File: src/rtl/core_sequencer.sv
// core_sequencer: multi-cycle fetch/execute controller for the 4-bit simple core.
// Fetches over a req/ack handshake, then sequences ALU write-back, data-memory access and branches.
module core_sequencer #(
  parameter int                PC_LEN    = 7,
  parameter int                INSTR_LEN = 8,
  parameter logic [PC_LEN-1:0] RESET_PC  = '0
) (
  input  logic                 CLK,
  input  logic                 RESET,
  input  logic                 RUN,
  output logic                 IMEM_REQ,
  output logic [PC_LEN-1:0]    IMEM_ADDR,
  input  logic                 IMEM_ACK,
  input  logic [INSTR_LEN-1:0] IMEM_DATA,
  output logic [INSTR_LEN-1:0] INSTR,
  input  logic                 IS_BR,
  input  logic                 IS_LD,
  input  logic                 IS_ST,
  input  logic [PC_LEN-1:0]    BR_TARGET,
  input  logic                 COND,
  output logic                 ACC_WE,
  output logic                 DMEM_REQ,
  output logic                 DMEM_WE,
  input  logic                 DMEM_ACK,
  output logic [PC_LEN-1:0]    PC,
  output logic                 HALTED,
  output logic [15:0]          RETIRED
);

  typedef enum logic [2:0] {IDLE, FETCH, EXEC, MEM, HALT} state_t;

  state_t                state, state_nxt;
  logic [PC_LEN-1:0]     pc_q;
  logic [INSTR_LEN-1:0]  instr_q;
  logic                  dmem_we_q;
  logic                  halted_q;
  logic [15:0]           retired_q;

  logic                  exec_mem;
  logic                  br_taken;
  logic                  br_halt;
  logic                  retire;

  function automatic logic [PC_LEN-1:0] pc_inc(input logic [PC_LEN-1:0] p);
    return p + PC_LEN'(1);
  endfunction

  // Branch class wins over memory class when the decoder flags overlap.
  assign exec_mem = !IS_BR && (IS_LD || IS_ST);
  assign br_taken = IS_BR && COND;
  assign br_halt  = (state == EXEC) && br_taken && (BR_TARGET == pc_q);
  assign retire   = ((state == EXEC) && !exec_mem) || ((state == MEM) && DMEM_ACK);

  always_ff @(posedge CLK or posedge RESET) begin
    if (RESET) state <= IDLE;
    else       state <= state_nxt;
  end

  always_comb begin
    state_nxt = state;
    case (state)
      IDLE:    if (RUN) state_nxt = FETCH;
      FETCH:   if (IMEM_ACK) state_nxt = EXEC;
      EXEC: begin
        if (br_halt)       state_nxt = HALT;
        else if (exec_mem) state_nxt = MEM;
        else               state_nxt = RUN ? FETCH : IDLE;
      end
      MEM:     if (DMEM_ACK) state_nxt = RUN ? FETCH : IDLE;
      HALT:    state_nxt = HALT;
      default: state_nxt = IDLE;
    endcase
  end

  always_comb begin
    IMEM_REQ = 1'b0;
    DMEM_REQ = 1'b0;
    ACC_WE   = 1'b0;
    case (state)
      FETCH: IMEM_REQ = 1'b1;
      EXEC:  ACC_WE   = !IS_BR && !IS_LD && !IS_ST;
      MEM: begin
        DMEM_REQ = 1'b1;
        ACC_WE   = DMEM_ACK && !dmem_we_q;
      end
      default: ;
    endcase
  end

  // A self-loop branch retires but leaves the PC where it is.
  always_ff @(posedge CLK or posedge RESET) begin
    if (RESET) begin
      pc_q      <= RESET_PC;
      instr_q   <= '0;
      dmem_we_q <= 1'b0;
      halted_q  <= 1'b0;
      retired_q <= '0;
    end else begin
      if ((state == FETCH) && IMEM_ACK) instr_q <= IMEM_DATA;
      if ((state == EXEC) && exec_mem) dmem_we_q <= IS_ST;
      if (br_halt) halted_q <= 1'b1;
      if (retire) begin
        retired_q <= retired_q + 16'd1;
        if (!br_halt) pc_q <= ((state == EXEC) && br_taken) ? BR_TARGET : pc_inc(pc_q);
      end
    end
  end

  assign IMEM_ADDR = pc_q;
  assign PC        = pc_q;
  assign INSTR     = instr_q;
  assign DMEM_WE   = dmem_we_q;
  assign HALTED    = halted_q;
  assign RETIRED   = retired_q;

endmodule

File: config.mk
export PLATFORM = sky130hd
export DESIGN_NAME = core_sequencer
export DESIGN_NICKNAME = d
export VERILOG_FILES = /design/src/rtl/core_sequencer.sv
export SDC_FILE = /design/constraint.sdc
export NUM_CORES = 1
export LEC_CHECK = 0
export ABC_CLOCK_PERIOD_IN_PS = 3300
export CORE_ASPECT_RATIO = 1.75
export CORE_MARGIN = 5
export CORE_UTILIZATION = 35
export CTS_BUF_LIST = sky130_fd_sc_hd__clkbuf_8
export DETAILED_ROUTE_END_ITERATION = 8
export PLACE_DENSITY = 0.65
export REMOVE_ABC_BUFFERS = 1
export SLEW_MARGIN = 40
export SYNTH_ARGS = -nofsm -noshare
export SYNTH_HDL_FRONTEND = slang
export SYNTH_SLANG_ARGS = --single-unit
File: constraint.sdc
create_clock -name CLK -period 3.3 [get_ports CLK]
set_input_delay 0.66 -clock CLK [delete_from_list [all_inputs] [get_ports CLK]]
set_output_delay 0.66 -clock CLK [all_outputs]
set_load 0.03 [all_outputs]
* Word level (Yosys, flattened, before mapping) *
Cells that the tools add are included.

operators by class
  mux-type cells = 11
  add/sub/neg operators = 2
  bitwise operators = 1
  reductions and logical operators = 21
  eq/ne operators = 8

operator list
  kind                                                              count
  16-bit by 1-bit adder with 16-bit output (second input constant)  1
  3-bit one-hot mux with 5 select lines                             1
  3-bit 2-to-1 mux                                                  4
  1-bit logical AND                                                 11
  7-bit by 1-bit adder with 7-bit output (second input constant)    1
  7-bit == test                                                     1
  7-bit 2-to-1 mux                                                  1
  3-bit by 2-bit == test with 1-bit output (second input constant)  2
  2-bit inequality test (second input constant)                     3
  1-bit logical NOT                                                 5
  3-bit by 1-bit == test with 1-bit output (second input constant)  1
  3-bit == test (second input constant)                             1
  3-bit logical NOT                                                 1
  1-bit 2-to-1 mux                                                  3
  3-bit AND reduction                                               1
  1-bit logical OR                                                  2
  2-bit 2-to-1 mux                                                  1
  1-bit one-hot mux with 2 select lines                             1
  2-bit AND reduction                                               1
  1-bit inverter                                                    1

storage, ports and cells
  register bits after elaboration = 36
  input bits = 24
  output and inout bits = 43
  logic and storage cells = 49

* Depth between registers and ports, before layout *
Gate-level depths: netlist of the first run.

  word-level depth = 6
  depth in mapped cells = 7

* Worst setup path after synthesis of the first run *
Ideal clock, no wire load.

  path kind = input to output
  start point = input IS_ST
  end point = output ACC_WE
  arrival time = 1.675 ns
  required time = 2.640 ns
  buffers on the path = 0
  slack = 0.965 ns
  stages on the path = 2
  cells stage by stage = or4_1 > a21oi_1

on the way
  longest elaborated chain between the ends = 3

ends and longest elaborated chain
  what                                   RTL line  RTL
  start: declaration                     18        input logic IS_ST,
  1-bit logical NOT                      81        EXEC: ACC_WE = !IS_BR && !IS_LD && !IS_ST;
  1-bit logical AND                      81
  1-bit one-hot mux with 2 select lines  79        case (state)
  end: declaration                       21        output logic ACC_WE,

Every way passes these cells.

* Final worst setup path of the first run *
Ends and elaborated chain as after synthesis.

==> flow_summary_export.csv, run 1 <==
group,metric,value,unit
worst_setup_path,cpLargestDelayFamily,"buffers and inverters",
layout,final_nets,272,
drt,routed_wl,4620,um
sta,setup_tns,0,ns
floorplan,dieArea,7030,sq um
clock_network,cts_tree,"yes",
clock_network,cts_buffers,5,
sta,slew_violations,0,
global_route,grt_max_degree,37,
drt,wl_per_cell,15.4,um
layout,drive_above_1_share,10.2,%
logic_synthesis,yosys.area_share.simple,18.2,%
clock_network,cts_root_buffer,"clkbuf_8",
logic_synthesis,synth_seq_cells,36,
power_and_ir_drop,p_leak,1.17,nW
floorplan,dieWidth,65.5,um
clock_network,cts_max_path_buffers,2,
logic_synthesis,synth.avg_cell_area,10.3,sq um
worst_setup_path,arrival,2.53,ns
logic_synthesis,synth_cell_types,39,
layout,antennaDiodeCount,0,
clock_network,htreeDepth,2,
global_route,globalRouteOverflowTotal,0,
drt,met3_length,281,um
clock_network,cts-resized-gates,0,
sta,slew-limit-headroom,62.4,%
logic_synthesis,yosys-top-cells-count,"dfrtp_1 (36), nand2_1 (17), xor2_1 (12)",
logic_synthesis,synth_xor_area_share,10.2,%
logic_synthesis,synth_ff_type,"dfrtp_1",
logic_synthesis,synthAdderAreaFrac,1.32,%
clock_network,path_clk_slew,0.07,ns
drt,dr.max_layer_used,"met4",
drt,wl_met2,2430,um
status,status,"completed",
floorplan,start_util,36.0,%
global_route,grt_pass1_vias,1665,
logic_synthesis,synth.most_common_cell,"dfrtp_1",
layout,fillers,505,
logic_synthesis,synthArstFlopShare,100,%
sta,hold_violations,0,
drt,drt-initial-drc-count,19,
logic_synthesis,ys_seq_area_share,47.7,%
logic_synthesis,yosysWarnings,0,
layout,fin_area,2630,sq um
clock_network,post_cts_buffers,0,
worst_setup_path,worstPathRequired,2.64,ns
floorplan,num_io_pins,67,
floorplan,core_area,5260,sq um
worst_setup_path,max_stage_delay,0.70,ns
place,place_ws,0.110,ns
drt,post-route-drc-count,0,
global_route,antenna_found_initial,0,
layout,fin_util,50.0,%
sta,setup_viol,0,
sta,rsz0062_at_grt,"no",
logic_synthesis,synth_top_cell_by_area,"dfrtp_1",
flow_run,drv_cap,0,
worst_setup_path,cp-end-kind,"output port",
clock_network,cts_hold_buf,0,
floorplan,std_cell_rows,35,
sta,whs,0.480,ns
place,portBuffers,66,
sta,setup_ws,0.115,ns
power_and_ir_drop,power_density,896,nW/um^2
drt,vias,1583,
power_and_ir_drop,ir_drop,0.000486,V
logic_synthesis,yosys-top-cells-area,"dfrtp_1 (48%), xor2_1 (5.6%), mux2_2 (5.4%)",
worst_setup_path,slowest_stage,"clkdlybuf4s50_1",
global_route,grt_usage,14.6,%
logic_synthesis,synth_compound_gate_area_share,9.87,%
drt,routedLengthMet1,1800,um
sta,skew,0.00557,ns
clock_network,insertion_delay,0.28,ns
worst_setup_path,rrSetupSlack,1.26,ns
worst_setup_path,critPathMaxFanout,3,
logic_synthesis,yosys.area.top_type_share,47.7,%
worst_setup_path,critical_path_class,"in2out",
min_path,hold_path_class,"reg2reg",
logic_synthesis,synth_edf_count,0,
layout,area_delta_synth_final,39.1,%
drt,ant_nets,0,
logic_synthesis,synthMuxAreaShare,6.95,%
sta,min_period_over_period,96.5,%
drt,viasPerCell,5.26,
place,post_dp_cell_area,2550,sq um
logic_synthesis,synth_top_family_by_area,"simple AND/OR/NAND/NOR gates",
worst_setup_path,cp-start-kind,"input pin",
place,dp_hpwl,3590,um
clock_network,clkSinkCount,36,
worst_setup_path,path_buf_inv,2,
global_route,grt_pass1_wl,7950,um
sta,worst_pin_slew,0.563,ns
logic_synthesis,synthCells,183,
sta,fmax,0.314,GHz
sta,min_period,3.19,ns
worst_setup_path,crit_chain,"clkdlybuf4s50_1 -> or4_1 -> a21oi_1 -> clkdlybuf4s50_1",
floorplan,die_h,107,um
drt,first_pass_iters,4,
worst_setup_path,crit_top_cell,"clkdlybuf4s50_1",
logic_synthesis,syn_area,1890,sq um
place,gp_congestion,0.812,
[metal layers]
metal | vias to the layer above | global-route usage [%]
met4 | 0 | 6.53
li1 | 754 | -
met2 | 59 | 26.0
met5 | - | 0
met1 | 758 | 16.0
met3 | 12 | 3.67
[flip-flops by register name (all words and copies together) (netlist names)]
| register | count |
|---|---|
| HALTED | 1 |
| INSTR | 8 |
| RETIRED | 16 |
| DMEM_WE | 1 |
| IMEM_ADDR | 7 |
| state | 3 |
[cell usage in the layout, fill, tap and decap left out, drive strengths merged, types with 6 or more instances in the layout]
| cell | count |
|---|---|
| clkdlybuf4s50 | 66 |
| dfrtp | 36 |
| nand2 | 17 |
| a21oi | 14 |
| xor2 | 12 |
| nor2 | 11 |
| xnor2 | 10 |
| mux2 | 9 |
| inv | 8 |
| nand3 | 8 |
| nand2b | 6 |
[final timing paths]
path	cells past startpoint	to	from
hold reg to reg	1	HALTED	HALTED
setup / recovery	4	ACC_WE	IS_ST
min in group asynchronous	3	RETIRED[7]	RESET
setup reg to reg	4	IMEM_ADDR[0]	IMEM_ADDR[6]
hold / removal	1	HALTED	HALTED
max in group asynchronous	3	IMEM_ADDR[5]	RESET
[layout make-up]
type	count	area, sq um	area share [%]
Sequential cell	36	901	34.3
Multi-Input combinational cell	128	880	33.5
Timing Repair Buffer	68	676	25.7
Clock buffer	5	68.8	2.62
Tap cell	55	68.8	2.62
Inverter	7	26.3	1.00
Clock inverter	2	8.76	0.333
[per-stage QoR]
step | std cells | power [mW]
finish | 301 | 2.35
global route | 301 | 2.51
CTS | 301 | 2.38
detailed placement | 294 | 2.08
global placement | 294 | 2.07
floorplan | 171 | 1.53
[power by group]
| group | internal (mW) | switching (mW) |
|---|---|---|
| Sequential | 0.585 | 0.192 |
| Combinational | 0.569 | 0.716 |
| Clock | 0.140 | 0.153 |
| Total | 1.29 | 1.06 |
[worst reg2reg max path: stages, from the launching register on]
cell	delay [ns]
dfrtp_1	0.44
xor2_1	0.21
or4_1	0.53
o31a_1	0.44
o221a_2	0.32
[logic make-up after synthesis]
logic type	Yosys count
flip-flops	36
buffers and inverters	19
AND/OR/NAND/NOR	65
multiplexers	12
adder cells (fa/ha/maj)	2
XOR/XNOR	22
AO/OA/AOI/OAI	27
Note: power is estimated with default switching activity, not from simulation.
==> inputs of run 2 (changes only) <==
--- a/config.mk
+++ b/config.mk
@@ -11,6 +11,7 @@
 export CORE_UTILIZATION = 35
 export CTS_BUF_LIST = sky130_fd_sc_hd__clkbuf_8
 export DETAILED_ROUTE_END_ITERATION = 8
+export MAX_ROUTING_LAYER = met4
 export PLACE_DENSITY = 0.65
 export REMOVE_ABC_BUFFERS = 1
 export SLEW_MARGIN = 40
==> run 2 against run 1 <==
  * Total power is essentially flat
  * Routed wire length is essentially flat
  * Via count grew 0.13%
  * Sequential power is essentially flat
  * Highest routed layer unchanged
  * First-iteration DRC count shrank 11%
  * Global-route usage grew 0.39 points
  * Final cell count is the same
  * Core utilization is the same
  * Setup slack gained 0.0012 ns
  * Combinational power is essentially flat
  * Maximum frequency is essentially flat
==> flow_summary_export.csv, run 2 (same netlist as run 1, synthesis figures left out) <==
group,metric,value,unit
worst_setup_path,cp-end-kind,"output port",
clock_network,post_cts_buffers,0,
layout,largest_reg_flops,16,
clock_network,clkSinkCount,36,
clock_network,htreeDepth,2,
layout,drive_above_1_share,10.2,%
sta,min_period_over_period,96.5,%
drt,dr.max_layer_used,"met4",
sta,slew_violations,0,
layout,fin_util,50.0,%
clock_network,cts_root_buffer,"clkbuf_8",
power_and_ir_drop,ir_drop,0.000489,V
clock_network,cts_max_path_buffers,2,
clock_network,cts_tree,"yes",
sta,setup_tns,0,ns
worst_setup_path,worstPathRequired,2.64,ns
layout,layout_commonest_cell,"clkdlybuf4s50_1",
layout,area_delta_synth_final,39.1,%
global_route,grt_pass1_wl,7940,um
sta,worst_pin_slew,0.569,ns
place,dp_hpwl,3590,um
floorplan,dieArea,7030,sq um
drt,wl_per_cell,15.3,um
layout,multi_input_area,880,sq um
floorplan,die_h,107,um
clock_network,cts-resized-gates,0,
sta,skew,0.00603,ns
power_and_ir_drop,p_clk_share,12.4,%
floorplan,core_area,5260,sq um
layout,fin_area,2630,sq um
power_and_ir_drop,power_density,896,nW/um^2
layout,antennaDiodeCount,0,
power_and_ir_drop,p_leak,1.17,nW
global_route,grt_max_degree,37,
layout,final_cell_mix,"clkdlybuf4s50_1 (66), dfrtp_1 (36), nand2_1 (17), xor2_1 (12)",
layout,fin_cells,301,
worst_setup_path,arrival,2.52,ns
layout,final_nets,272,
sta,min_period,3.18,ns
place,post_dp_cell_area,2550,sq um
floorplan,num_io_pins,67,
flow_run,drv_cap,0,
place,gp_congestion,0.824,
layout,fillers,505,
place,dp.cells,294,
drt,ant_nets,0,
drt,post-route-drc-count,0,
clock_network,insertion_delay,0.28,ns
worst_setup_path,critPathMaxFanout,3,
global_route,globalRouteOverflowTotal,0,
power_and_ir_drop,combPwrFrac,54.6,%
drt,viasPerCell,5.27,
floorplan,start_util,36.0,%
sta,rsz0062_at_grt,"no",
worst_setup_path,rrSetupSlack,1.26,ns
power_and_ir_drop,internal_power,1.29,mW
global_route,grt_pass1_vias,1665,
worst_setup_path,critical_path_class,"in2out",
power_and_ir_drop,p_seq_share,33.0,%
global_route,antenna_found_initial,0,
drt,first_pass_iters,4,
drt,routedLengthMet1,1840,um
drt,vias,1585,
status,status,"completed",
power_and_ir_drop,swShare,45.0,%
place,portBuffers,66,
drt,wl_met2,2440,um
clock_network,cts_buffers,5,
global_route,grt_usage,15.0,%
sta,setup_viol,0,
power_and_ir_drop,p_switching,1.06,mW
sta,hold_violations,0,
clock_network,path_clk_slew,0.07,ns
floorplan,std_cell_rows,35,
sta,slew-limit-headroom,62.1,%
worst_setup_path,cp-start-kind,"input pin",
layout,seqCellArea,901,sq um
sta,fmax,0.314,GHz
drt,drt-initial-drc-count,17,
drt,met3_length,232,um
min_path,hold_path_class,"reg2reg",
clock_network,cts_hold_buf,0,
sta,whs,0.480,ns
floorplan,dieWidth,65.5,um
drt,routed_wl,4620,um
## run 2: cell counts in the layout (fill, tap and decap cells not counted)
Identical to the previous run, type by type.
## run 2: power groups by stage
stage | sequential [mW] | clock [mW] | combinational, mW
2_1_floorplan | 1.09 | 0 | 0.441
3_3_place_gp | 0.783 | 0 | 1.28
3_5_place_dp | 0.785 | 0 | 1.30
4_1_cts | 0.779 | 0.300 | 1.30
5_1_grt | 0.813 | 0.320 | 1.38
6_report | 0.777 | 0.292 | 1.29
## run 2: per-layer routing
metal  vias up  GRT usage [%]
met5         -              -
met4         0           6.53
met3        12           3.04
met2        56           26.0
met1       762           16.4
li1        755              -
## run 2: final cells by class
cell class	instances	area share [%]
clock buffers	5	2.62
clock inverters	2	0.333
multi-input cells	128	33.5
well taps	55	2.62
repair buffers	68	25.7
flip-flops and latches	36	34.3
inverters	7	1.00
## run 2: worst max-delay path, stage by stage
cell and delay, ns:
clkdlybuf4s50_1 0.43, or4_1 0.51, a21oi_1 0.21, clkdlybuf4s50_1 0.70
## run 2: final timing paths
kind | endpoint | depth (start not counted) | startpoint
max in group asynchronous | IMEM_ADDR[5] | 3 | RESET
worst min register to register | HALTED | 1 | HALTED
worst min-delay path | HALTED | 1 | HALTED
min in group asynchronous | RETIRED[7] | 3 | RESET
worst max-delay path | ACC_WE | 4 | IS_ST
worst max register to register | IMEM_ADDR[0] | 4 | IMEM_ADDR[6]
## run 2: per-stage QoR
stage                     power, mW  worst slack (ns)
after floorplan                1.53             0.965
after global placement         2.07             0.103
after detailed placement       2.08             0.110
after CTS                      2.38             0.104
after global routing           2.51            0.0891
final                          2.35             0.116
